File: config.mk
export PLATFORM = sky130hd
export DESIGN_NAME = param_piso
export DESIGN_NICKNAME = d
export VERILOG_FILES = /design/src/rtl/serial_pkg.sv /design/src/rtl/param_piso.sv
export SDC_FILE = /design/constraint.sdc
export NUM_CORES = 1
export LEC_CHECK = 0
export BUFFER_PORTS_ARGS = -buffer_cell sky130_fd_sc_hd__buf_2
export CAP_MARGIN = 25
export CORE_AREA = 4 4 41 43
export CTS_CLUSTER_SIZE = 40
export DETAILED_ROUTE_END_ITERATION = 6
export DIE_AREA = 0 0 45 47
export REMOVE_ABC_BUFFERS = 1
export SYNTH_ARGS = -nofsm -noshare
export SYNTH_HDL_FRONTEND = slang
export SYNTH_SLANG_ARGS = --single-unit
File: constraint.sdc
create_clock -name clk -period 1.6 [get_ports clk]
set_input_delay 0 -clock clk [delete_from_list [all_inputs] [get_ports clk]]
set_output_delay 0 -clock clk [all_outputs]
set_load 0.02 [all_outputs]
File: src/rtl/serial_pkg.sv
// Shared definitions for the serial datapath blocks (PISO and the serial adder control path).
package serial_pkg;

    typedef enum logic {
        StIdle  = 1'b0,
        StShift = 1'b1
    } serial_state_e;

endpackage

File: src/rtl/param_piso.sv
// Parameterised parallel-in/serial-out shifter with valid/ready load handshake and
// per-bit serial consume enable; supports zero-bubble back-to-back words.
module param_piso
    import serial_pkg::*;
#(
    parameter int unsigned WIDTH     = 4,
    parameter int unsigned MSB_FIRST = 0
) (
    input  logic             clk,
    input  logic             reset,
    input  logic             in_valid,
    output logic             in_ready,
    input  logic [WIDTH-1:0] d_in,
    input  logic             s_en,
    output logic             s_out,
    output logic             s_valid,
    output logic             s_last,
    output logic             busy
);

    localparam int unsigned CntW = (WIDTH > 1) ? $clog2(WIDTH) : 1;
    localparam logic [CntW-1:0] LastCnt = CntW'(WIDTH - 1);

    serial_state_e    state_q, state_d;
    logic [WIDTH-1:0] shreg_q, shreg_d;
    logic [CntW-1:0]  cnt_q, cnt_d;

    logic shifting;
    logic last_bit;
    logic last_taken;

    assign shifting   = (state_q == StShift);
    assign last_bit   = shifting && (cnt_q == LastCnt);
    assign last_taken = last_bit && s_en;

    // Outputs come only from registered state, so d_in never reaches s_out.
    always_comb begin
        s_valid  = shifting;
        busy     = shifting;
        s_last   = last_bit;
        in_ready = !shifting || last_taken;
        s_out    = 1'b0;
        if (shifting) begin
            s_out = (MSB_FIRST != 0) ? shreg_q[WIDTH-1] : shreg_q[0];
        end
    end

    always_comb begin
        state_d = state_q;
        shreg_d = shreg_q;
        cnt_d   = cnt_q;
        unique case (state_q)
            StIdle: begin
                if (in_valid) begin
                    state_d = StShift;
                    shreg_d = d_in;
                    cnt_d   = '0;
                end
            end
            StShift: begin
                if (s_en) begin
                    if (last_bit) begin
                        // Reload immediately when the next word is waiting.
                        if (in_valid) begin
                            shreg_d = d_in;
                            cnt_d   = '0;
                        end else begin
                            state_d = StIdle;
                            shreg_d = '0;
                            cnt_d   = '0;
                        end
                    end else begin
                        shreg_d = (MSB_FIRST != 0) ? (shreg_q << 1) : (shreg_q >> 1);
                        cnt_d   = cnt_q + 1'b1;
                    end
                end
            end
            default: begin
                state_d = StIdle;
                shreg_d = '0;
                cnt_d   = '0;
            end
        endcase
    end

    always_ff @(posedge clk) begin
        if (reset) begin
            state_q <= StIdle;
            shreg_q <= '0;
            cnt_q   <= '0;
        end else begin
            state_q <= state_d;
            shreg_q <= shreg_d;
            cnt_q   <= cnt_d;
        end
    end

endmodule

==> out/metrics.csv <==
stage;metric;value;unit
clock_tree;clock_sinks;7;
critical_path;slowest_stage;dfxtp_1;
pwr;p_per_area;935;nW/um^2
synth;ys.warnings.count;0;
pwr;seq_power_share;45.2;%
global_routing;grt.busiest_layer;met2;
hold_path;min_path_cells;3;
clock_tree;cts_buffer_depth;2;
sta;slew_headroom;78.2;%
sta;clock_skew;0.00426;ns
finish;n_antenna_cell;0;
placed_design;place_area;427;sq um
sta;finalSetupViolCount;0;
sta;max_slew.worst_pin.slew;0.326;ns
sta;period_needed;1.29;ns
finish;layout-area-overhead-vs-synth;27.6;%
hold_path;hold_start;d_in[3];
route;vias;348;
sta;grt_setup_unrepaired;no;
route;final_antenna_net_count;0;
route;wirelength;855;um
critical_path;ff2ff_setup_slack;0.38;ns
critical_path;slowest_delay;0.32;ns
floorplanning;fp-row-count;13;
sta;hold_slack;0.00484;ns
finish;final_util;35.6;%
floorplanning;coreArea;1300;sq um
clock_tree;clock_latency;0.26;ns
pwr;pwr-share-comb;16.5;%
route;firstDrtPassIters;2;
synth;netlist_instances;41;
clock_tree;postCtsSetupBuffers;0;
synth;ys_seq_elements;7;
hold_path;hold_end;shreg_q[3];
route;vias_per_cell;4.90;
placed_design;port_buffers;12;
clock_tree;path_clk_slew;0.06;ns
route;drt_iter0_drc;3;
hold_path;hold_path_class;input pin to register;
pwr;vdd_drop_max;0.000352;V
placed_design;dp_hpwl;625;um
global_routing;met3_usage;2.30;%
global_routing;grt_overflow;0;
clock_tree;tritoncts;yes;
finish;nets;66;
floorplanning;fp.dieW;45;um
critical_path;arrival;1.29;ns
global_routing;grtUsageTotal;9.58;%
placed_design;gp_congestion;0.744;
synth;synth_seq_area_share;38.6;%
pwr;p_int;0.314;mW
finish;instances_no_fill;71;
run_status;outcome;complete, no violations;
critical_path;r2r_cells;4;
critical_path;path_class;register to output port;
critical_path;cp_max_fo;9;
floorplanning;die_y;47;um
critical_path;r2r-start;cnt_q[0];
global_routing;antenna_found_initial;0;
critical_path;r2r_end;shreg_q[3];
synth;synthTopCellsByArea;dfxtp_1, nor2_1, a311oi_1;
critical_path;cp-start-kind;register;
global_routing;use_met1;12.1;%
run;drv_cap;0;
synth;synth_area_leader_cell;dfxtp_1;
finish;final_area;463;sq um
floorplanning;start_util;27.9;%
clock_tree;cts_buffers;3;
clock_tree;htree_num_levels;1;
sta;fmaxAchievable;773;MHz
route;drc;0;
sta;fin_setup_tns;0;ns
critical_path;crit_chain;ha_1 > a21bo_2 > buf_2;
global_routing;use_met2;12.4;%
floorplanning;ios;13;
pwr;p_leak;0.208;nW
synth;synth.top_cell.area_share;38.6;%
critical_path;worstPathRequired;1.60;ns
synth;synth_cell_type_count;19;
global_routing;grt_pass1_wl;1.37;mm
pwr;p_switching;0.118;mW
pwr;swShare;27.4;%
sta;finalMaxSlewViolations;0;
placed_design;dp.cells;66;
finish;drive_above_1_share;32.1;%
critical_path;critPathCaptureType;output port;
pwr;power_frac_clock;38.3;%
synth;syn_area;363;sq um
floorplanning;dieArea;2120;sq um
global_routing;grt_pass1_vias;309;
sta;hold_viol;0;
synth;synth.avg_cell_area;8.85;sq um
clock_tree;root_buffer;clkbuf_4;
finish;fillers;151;
route;wire_per_inst;12.0;um
global_routing;grt_max_degree;11;
sta;post-route-period-util;80.9;%
-- placed cells by master, fill, tap and decap left out --
master,count
buf_2,12
nor2_1,8
dfxtp_1,7
nor2b_1,3
a311oi_1,3
nor4_1,3
clkbuf_4,3
and2_1,2
a32oi_1,2
a21bo_2,1
inv_1,1
a21oi_1,1
mux2i_1,1
nand2_1,1
nand2_2,1
or3_1,1
a21oi_2,1
nand2b_1,1
mux2_1,1
ha_1,1
clkbuf_1,1
dlygate4sd3_1,1
-- cell type report --
cell class | count | area (sq um) | share of cell area (%)
Clock buffer | 4 | 26.3 | 5.68
Inverter | 1 | 3.75 | 0.811
Multi-Input combinational cell | 31 | 204 | 44.1
Sequential cell | 7 | 140 | 30.3
Tap cell | 15 | 18.8 | 4.05
Timing Repair Buffer | 13 | 70.1 | 15.1
-- stage by stage --
| step | power [mW] | worst slack, ns |
|---|---|---|
| after CTS | 0.440 | 0.308 |
| after global placement | 0.269 | 0.410 |
| after global routing | 0.456 | 0.209 |
| after detailed placement | 0.269 | 0.382 |
| final | 0.433 | 0.306 |
| after floorplan | 0.240 | 0.239 |
-- registers in the layout, indices dropped and copies added (netlist names) --
signal,cells
shreg_q,4
cnt_q,2
busy,1
-- power groups by stage --
stage	sequential, mW	combinational, mW	clock, mW
4_1_cts	0.196	0.0718	0.172
3_5_place_dp	0.199	0.0700	0
2_1_floorplan	0.202	0.0382	0
6_report	0.196	0.0715	0.166
3_3_place_gp	0.199	0.0696	0
5_1_grt	0.198	0.0793	0.179
-- repair_timing --
action                                 in CTS  in global routing
gates resized for setup                     0                  0
endpoints found under the hold margin       1                  0
hold buffers                                1                  0
-- critical path: cells and delay by family (launching register included) --
kind	cells	cell delay [ns]
compound gates	1	0.27
flops	1	0.32
fa+ha+maj	1	0.29
buf+inv	1	0.16
-- logic make-up (layout without fill, tap and decap cells) --
kind of cell,after synthesis,in the layout,share of synthesized area [%]
buffers and inverters,3,18,5.17
muxes,2,2,5.86
AOI/OAI and AO/OA,8,8,18.6
adders and majority gates,1,1,3.45
DFF,7,7,38.6
and+or+nand+nor,20,20,28.3
-- per-layer routing --
| layer | vias up | share of wire, % |
|---|---|---|
| li1 | 180 | - |
| met3 | 2 | 4.6 |
| met1 | 159 | 47 |
| met4 | 0 | 1.2 |
| met2 | 7 | 47 |
| met5 | - | 0 |
-- Yosys cell counts --
cell and count:
inv_1 1, a32oi_1 2, ha_1 1, nand2_2 1, a21oi_1 1, nand2b_1 1
nor2_1 8, mux2i_1 1, a21oi_2 1, nor4_1 3, or3_1 1, a311oi_1 3
a21bo_2 1, dfxtp_1 7, and2_1 2, buf_4 2, nand2_1 1, nor2b_1 3
mux2_1 1
-- worst max path at each step --
stage / startpoint / cells past startpoint / endpoint / slack, ns
2_1_floorplan: busy / 3 / shreg_q[3] / 0.24
6_report: cnt_q[0] / 3 / in_ready / 0.31
4_1_cts: cnt_q[0] / 3 / in_ready / 0.31
3_3_place_gp: busy / 3 / shreg_q[2] / 0.41
3_5_place_dp: cnt_q[0] / 4 / shreg_q[3] / 0.38
5_1_grt: cnt_q[0] / 3 / in_ready / 0.21
Power figures use the tool's default switching activity.
